<file path="src/rtl/ahb_pkg.sv">
// ahb_pkg: shared AHB encodings, default-slave states and select-width helper.
package ahb_pkg;
  localparam logic [1:0] HTRANS_IDLE = 2'b00;
  localparam logic [1:0] HTRANS_BUSY = 2'b01;
  localparam logic [1:0] HTRANS_NONSEQ = 2'b10;
  localparam logic [1:0] HTRANS_SEQ = 2'b11;
  localparam logic HRESP_OKAY = 1'b0;
  localparam logic HRESP_ERROR = 1'b1;
  typedef enum logic [1:0] {DS_IDLE, DS_ERR1, DS_ERR2} ds_state_t;
  // The default slave is encoded as index NUM_SLAVES, so selects need one extra code.
  function automatic int sel_width(input int num_slaves);
    return $clog2(num_slaves + 1);
  endfunction
endpackage

</file>
<file path="src/rtl/ahb_default_slave.sv">
// ahb_default_slave: answers unmapped active transfers with a two-cycle ERROR.
module ahb_default_slave
  import ahb_pkg::*;
(
  input  logic clk,
  input  logic rst_n,
  input  logic start,
  output logic ready,
  output logic resp
);
  ds_state_t state;
  always_ff @(posedge clk or negedge rst_n) begin
    if (!rst_n) begin
      state <= DS_IDLE;
      ready <= 1'b1;
      resp  <= HRESP_OKAY;
    end else if (state == DS_ERR1) begin
      state <= DS_ERR2;
      ready <= 1'b1;
      resp  <= HRESP_ERROR;
    end else begin
      state <= start ? DS_ERR1 : DS_IDLE;
      ready <= !start;
      resp  <= start ? HRESP_ERROR : HRESP_OKAY;
    end
  end
endmodule

</file>
<file path="src/rtl/ahb_interconnect.sv">
// ahb_interconnect: single-master AHB decoder, pipelined response mux,
// built-in default slave and error statistics.
module ahb_interconnect
  import ahb_pkg::*;
#(
  parameter int NUM_SLAVES  = 4,
  parameter int ADDR_W      = 32,
  parameter int DATA_W      = 32,
  parameter int REGION_BITS = 12
) (
  input  logic                         Hclk,
  input  logic                         Hresetn,
  input  logic [ADDR_W-1:0]            Haddr,
  input  logic [1:0]                   Htrans,
  output logic [NUM_SLAVES-1:0]        Hsel,
  output logic                         Hready,
  output logic                         Hresp,
  output logic [DATA_W-1:0]            Hrdata,
  input  logic [NUM_SLAVES*DATA_W-1:0] Hrdata_s,
  input  logic [NUM_SLAVES-1:0]        Hready_out_s,
  input  logic [NUM_SLAVES-1:0]        Hresp_s,
  output logic [15:0]                  err_count,
  output logic [ADDR_W-1:0]            err_addr
);
  localparam int SEL_W = sel_width(NUM_SLAVES);
  localparam logic [SEL_W-1:0] DEFAULT_SEL = SEL_W'(NUM_SLAVES);
  logic [ADDR_W-1:0] idx;
  logic              mapped;
  logic [SEL_W-1:0]  a_sel;
  logic [SEL_W-1:0]  d_sel;
  logic              d_act;
  logic [ADDR_W-1:0] d_addr;
  logic              ds_ready;
  logic              ds_resp;
  logic              s_ready;
  logic              s_resp;
  logic [DATA_W-1:0] s_rdata;
  assign idx    = Haddr >> REGION_BITS;
  assign mapped = idx < ADDR_W'(NUM_SLAVES);
  assign a_sel  = mapped ? idx[SEL_W-1:0] : DEFAULT_SEL;
  assign Hsel   = mapped ? NUM_SLAVES'(1) << a_sel : '0;
  ahb_default_slave u_default (
    .clk   (Hclk),
    .rst_n (Hresetn),
    .start (Hready && Htrans[1] && !mapped),
    .ready (ds_ready),
    .resp  (ds_resp)
  );
  always_comb begin
    s_ready = 1'b1;
    s_resp  = HRESP_OKAY;
    s_rdata = '0;
    for (int k = 0; k < NUM_SLAVES; k++) begin
      if (d_sel == SEL_W'(k)) begin
        s_ready = Hready_out_s[k];
        s_resp  = Hresp_s[k];
        s_rdata = Hrdata_s[k*DATA_W +: DATA_W];
      end
    end
  end
  assign Hready = !d_act ? 1'b1 : (d_sel == DEFAULT_SEL) ? ds_ready : s_ready;
  assign Hresp  = !d_act ? HRESP_OKAY : (d_sel == DEFAULT_SEL) ? ds_resp : s_resp;
  assign Hrdata = (d_act && d_sel != DEFAULT_SEL) ? s_rdata : '0;
  // Data-phase state only advances when the current data phase completes.
  always_ff @(posedge Hclk or negedge Hresetn) begin
    if (!Hresetn) begin
      d_sel     <= DEFAULT_SEL;
      d_act     <= 1'b0;
      d_addr    <= '0;
      err_count <= '0;
      err_addr  <= '0;
    end else begin
      if (Hready) begin
        d_sel  <= a_sel;
        d_act  <= Htrans[1];
        d_addr <= Haddr;
      end
      if (Hready && d_act && Hresp) begin
        err_count <= err_count + 16'(err_count != 16'hFFFF);
        err_addr  <= d_addr;
      end
    end
  end
endmodule

</file>
<file path="config.mk">
export PLATFORM = sky130hd
export DESIGN_NAME = ahb_interconnect
export DESIGN_NICKNAME = d
export VERILOG_FILES = /design/src/rtl/ahb_pkg.sv /design/src/rtl/ahb_default_slave.sv /design/src/rtl/ahb_interconnect.sv
export SDC_FILE = /design/constraint.sdc
export NUM_CORES = 1
export LEC_CHECK = 0
export ABC_AREA = 0
export CAP_MARGIN = 20
export CORE_ASPECT_RATIO = 2
export CORE_MARGIN = 8
export CORE_UTILIZATION = 28
export CTS_BUF_LIST = sky130_fd_sc_hd__clkbuf_2 sky130_fd_sc_hd__clkbuf_4 sky130_fd_sc_hd__clkbuf_8
export DETAILED_ROUTE_END_ITERATION = 6
export GPL_TIMING_DRIVEN = 0
export PLACE_DENSITY = 0.7
export SLEW_MARGIN = 40
export SYNTH_ARGS = -nofsm -noshare
export SYNTH_HDL_FRONTEND = slang
export SYNTH_SLANG_ARGS = --single-unit
</file>
<file path="constraint.sdc">
create_clock -name Hclk -period 2.75 [get_ports Hclk]
set_input_delay 0.825 -clock Hclk [delete_from_list [all_inputs] [get_ports Hclk]]
set_output_delay 0.825 -clock Hclk [all_outputs]
set_load 0.05 [all_outputs]
</file>
==> results of run 1 <==
## area by class of cell
type / count / area, µm²
antenna: 4 / 10.01
buffer: 22 / 252.7
clock buffer: 12 / 152.6
clock inverter: 4 / 52.55
fill: 1320 / 6999
inverter: 3 / 11.26
multi-input combinational: 284 / 3132
sequential: 88 / 2206
tap: 204 / 255.2
timing repair buffer: 305 / 3114
## path summary, 6_finish.rpt
path	from	endpoint	slack, ns	cells after the start
max	Haddr[17]	Hsel[1]	-0.32	5
min	Hresetn	err_addr[10]	0.36	1
max reg2reg	d_sel[1]	err_addr[20]	0.19	8
min reg2reg	u_default.state[1]	u_default.state[1]	0.44	1
max in group asynchronous	Hresetn	err_count[0]	1.81	2
min in group Hclk	u_default.state[1]	u_default.state[1]	0.44	1
## logic make-up (layout without fill, tap and decap cells)
logic type                 count (synthesis)  after routing  share of synthesized area
and+or+nand+nor                          131            131                     0.1432
muxes                                    100            100                     0.2627
DFF                                       88             88                     0.4796
AOI/OAI and AO/OA                         37             37                    0.05008
buffers and inverters                     30            346                    0.03239
xor gates and xnor gates                  14             14                    0.02667
adders and majority gates                  2              2                   0.005443
other                                      0              4                          0
## flip-flops by register name (all words and copies together) (netlist names)
register / flops
u_default.resp: 1
u_default.state: 2
err_addr: 32
err_count: 16
d_sel: 3
u_default.ready: 1
d_act: 1
d_addr: 32
## synthesized netlist by cell type, types with 2 or more instances
| cell | count | share of area |
|---|---|---|
| sky130_fd_sc_hd__nand3_1 | 10 | 0.011 |
| sky130_fd_sc_hd__buf_2 | 2 | 0.0022 |
| sky130_fd_sc_hd__and3_1 | 5 | 0.0068 |
| sky130_fd_sc_hd__nor2b_1 | 5 | 0.0068 |
| sky130_fd_sc_hd__or2_2 | 3 | 0.0041 |
| sky130_fd_sc_hd__nand2_1 | 10 | 0.0082 |
| sky130_fd_sc_hd__inv_1 | 3 | 0.0024 |
| sky130_fd_sc_hd__o21ai_0 | 3 | 0.0033 |
| sky130_fd_sc_hd__o22ai_1 | 30 | 0.041 |
| sky130_fd_sc_hd__mux2_4 | 13 | 0.042 |
| sky130_fd_sc_hd__nor3_1 | 37 | 0.040 |
| sky130_fd_sc_hd__buf_1 | 3 | 0.0024 |
| sky130_fd_sc_hd__ha_1 | 2 | 0.0054 |
| sky130_fd_sc_hd__clkbuf_1 | 17 | 0.014 |
| sky130_fd_sc_hd__mux4_2 | 3 | 0.015 |
| sky130_fd_sc_hd__dfrtp_1 | 86 | 0.47 |
| sky130_fd_sc_hd__buf_6 | 4 | 0.0098 |
| sky130_fd_sc_hd__nor2_1 | 40 | 0.033 |
| sky130_fd_sc_hd__nor4_1 | 3 | 0.0041 |
| sky130_fd_sc_hd__nand2b_1 | 5 | 0.0068 |
| sky130_fd_sc_hd__or3_1 | 3 | 0.0041 |
| sky130_fd_sc_hd__xor2_1 | 14 | 0.027 |
| sky130_fd_sc_hd__dfstp_2 | 2 | 0.011 |
| sky130_fd_sc_hd__mux2_2 | 82 | 0.20 |
| sky130_fd_sc_hd__nor3_2 | 2 | 0.0044 |
## through the flow
stage               utilization  instances
finish                   0.5676        926
global route             0.5671        923
CTS                      0.5411        905
detailed placement       0.4806        863
global placement         0.4787        862
floorplan                     -        402
## layer usage
metal  part of all wire  wire length, µm
met5                  0                0
met4              0.038              805
met1               0.34             7164
met2               0.53            11110
met3              0.093             1951
## power by group
group          total [mW]  internal (mW)  switching [mW]
Combinational        2.27          0.966            1.30
Clock               0.923          0.469           0.454
Sequential           1.78           1.59           0.192
Total                4.97           3.02            1.94
## timing repair
item | CTS | global route
endpoints found under the setup margin | 38 | 35
setup buffers | 27 | 21
resized for setup | 454 | 81
pin swaps | 27 | 28
gates cloned | 1 | 2
## worst reg2reg max path, cell delays in order, from the launching register on
cell	delay [ns]
sky130_fd_sc_hd__dfrtp_2	0.46
sky130_fd_sc_hd__buf_6	0.15
sky130_fd_sc_hd__or2_1	0.22
sky130_fd_sc_hd__o221ai_1	0.26
sky130_fd_sc_hd__buf_4	0.17
sky130_fd_sc_hd__or4b_1	0.52
sky130_fd_sc_hd__buf_6	0.20
sky130_fd_sc_hd__buf_6	0.18
sky130_fd_sc_hd__mux2_4	0.31
==> out/results.md, run 1 <==
Outcome
- complete, but fails checks — run status
- setup timing — violations in the final reports

Timing
- 0.5430 — Slew Limit Headroom
- 0.3601 ns — Final Hold Slack
- 1.117 — fraction of the cycle the final worst path needs
- -0.3230 ns — post-route setup slack
- 0.009821 ns — post-route clock skew
- true — setup repair after global routing missed its margin
- 0.6855 ns — measured slew at the worst slew-check pin
- 13 — number of setup violations in the final report
- -1.238 ns — setup TNS
- 0 — pins over their slew limit
- 325.4 MHz — highest clock rate
- 0 — Final Hold Viols
- 3.073 ns — time the worst path needs with I/O delays and setup

GRT
- 0.06601 — global routing usage on met3
- 0.1871 — combined global-route utilization of all metal layers
- 5060 — number of global-route vias before repair
- 30240 µm — global-route wire length before repair
- 0.3498 — global-route track usage on met2
- 53 — pin count of the biggest net entering global routing
- 0 — final global-route overflow total
- met2 — global routing's busiest layer
- 0.1766 — met1 Use GR
- 3 — initial antenna violation count

Yosys
- 576 — post-synthesis net count
- 1.000 — proportion of register bits with asynchronous set or reset after synthesis
- 0.4796 — Seq/Total Area, Yosys
- 40 — number of unique standard cell types used by synthesis
- 0 — EDFF count, synth
- 0 — count of yosys warnings during synthesis
- sky130_fd_sc_hd__dfrtp_1 — primary flip-flop cell chosen by synthesis mapping
- 11.44 µm² — per-instance average area after synthesis
- 4597 µm² — area of the mapped netlist
- 88 — register bit count reported by yosys
- 402 — Synth Instances

Floorplanning
- 66 — total number of placement rows
- 0.2840 — initial standard-cell utilization of the core
- 21020 µm² — die outline area
- 16190 µm² — area of the core
- 197.2 µm — Vert. Die Dim
- 258 — io pins
- 106.6 µm — x dimension of the die

CTS
- sky130_fd_sc_hd__clkbuf_8 — library cell used as clock root buffer
- 9 — number of CTS-inserted buffers
- 88 — number of sinks on the clock net
- 0.36 ns — Clock Latency Late Sink
- 3 — depth of the CTS H-tree
- 0.09 ns — clock-pin slew reported for the worst setup and hold paths after clock tree synthesis
- built — CTS tree
- 2 — largest buffer count on any clock path
- 0 — post-cts hold buffer count

Worst setup path
- sky130_fd_sc_hd__buf_6 — cell mode on critical path
- primary output — Setup crit end kind
- sky130_fd_sc_hd__or4_4 — Slowest-stage cell, CP
- buf_6 > or4_4 > or3_4 > nor3b_4 > buf_6 — critical path, cell by cell
- 2.25 ns — critical path arrival
- input port to primary output — Worst Setup Path Type
- 1.93 ns — Worst Path Required
- 0.53 ns — crit-path max cell delay
- 2 — Buf+Inv Stages, Crit Path
- 3 — crit path max fanout
- input port — type of origin of the critical path
- simple AND/OR/NAND/NOR gates — CP delay by family, top

Layout
- sky130_fd_sc_hd__clkdlybuf4s50_1, sky130_fd_sc_hd__dfrtp_1, sky130_fd_sc_hd__mux2_2 — commonest cells after routing, fill and taps aside
- 9186 µm² — Layout Cell Area excl Fill
- 0.4666 — fraction of final layout cells sized beyond drive strength 1
- sky130_fd_sc_hd__clkdlybuf4s50_1 — most common library cell in the layout ignoring fill and taps
- 99.84% — P&R area growth vs syn
- 887 — Total Nets Final

Drt
- 130 — DRC marker count from the first detailed-route iteration
- 22.71 µm — final routed wire length divided by cell count
- 4.978 — drt via density
- 0 — Remaining DRCs
- 0 — Post-DRT Antenna Nets
- 21030 µm — wire length after detailed routing
- 4610 — vias after detailed routing
- 4 — first-pass iteration count of the detailed router

Placed design
- 7779 µm² — placement-stage cell area
- 15730 µm — final HPWL from detailed placement
- -1.646 ns — setup slack after placement
- 0.9131 — placer's final routability congestion estimate
- 256 — count of input and output buffers

Power and ir drop
- 0.6574 mV — Max rail drop VDD
- 3.810 nW — Leakage
- 4.965 mW — total power
- 540.5 nW/µm² — cell area power density

Worst hold path
- input port to async pin — class of the tightest hold or removal check

Flow run
- 0 — count of maximum capacitance violations

(Power assumes the default switching activity.)
==> run 2: changes to the inputs <==
--- a/config.mk
+++ b/config.mk
@@ -6,6 +6,7 @@
 export NUM_CORES = 1
 export LEC_CHECK = 0
 export ABC_AREA = 0
+export ABC_CLOCK_PERIOD_IN_PS = 2750
 export CAP_MARGIN = 20
 export CORE_ASPECT_RATIO = 2
 export CORE_MARGIN = 8
==> results of run 2 <==
The final DEF is identical to that of run 1; final timing and power are the same.
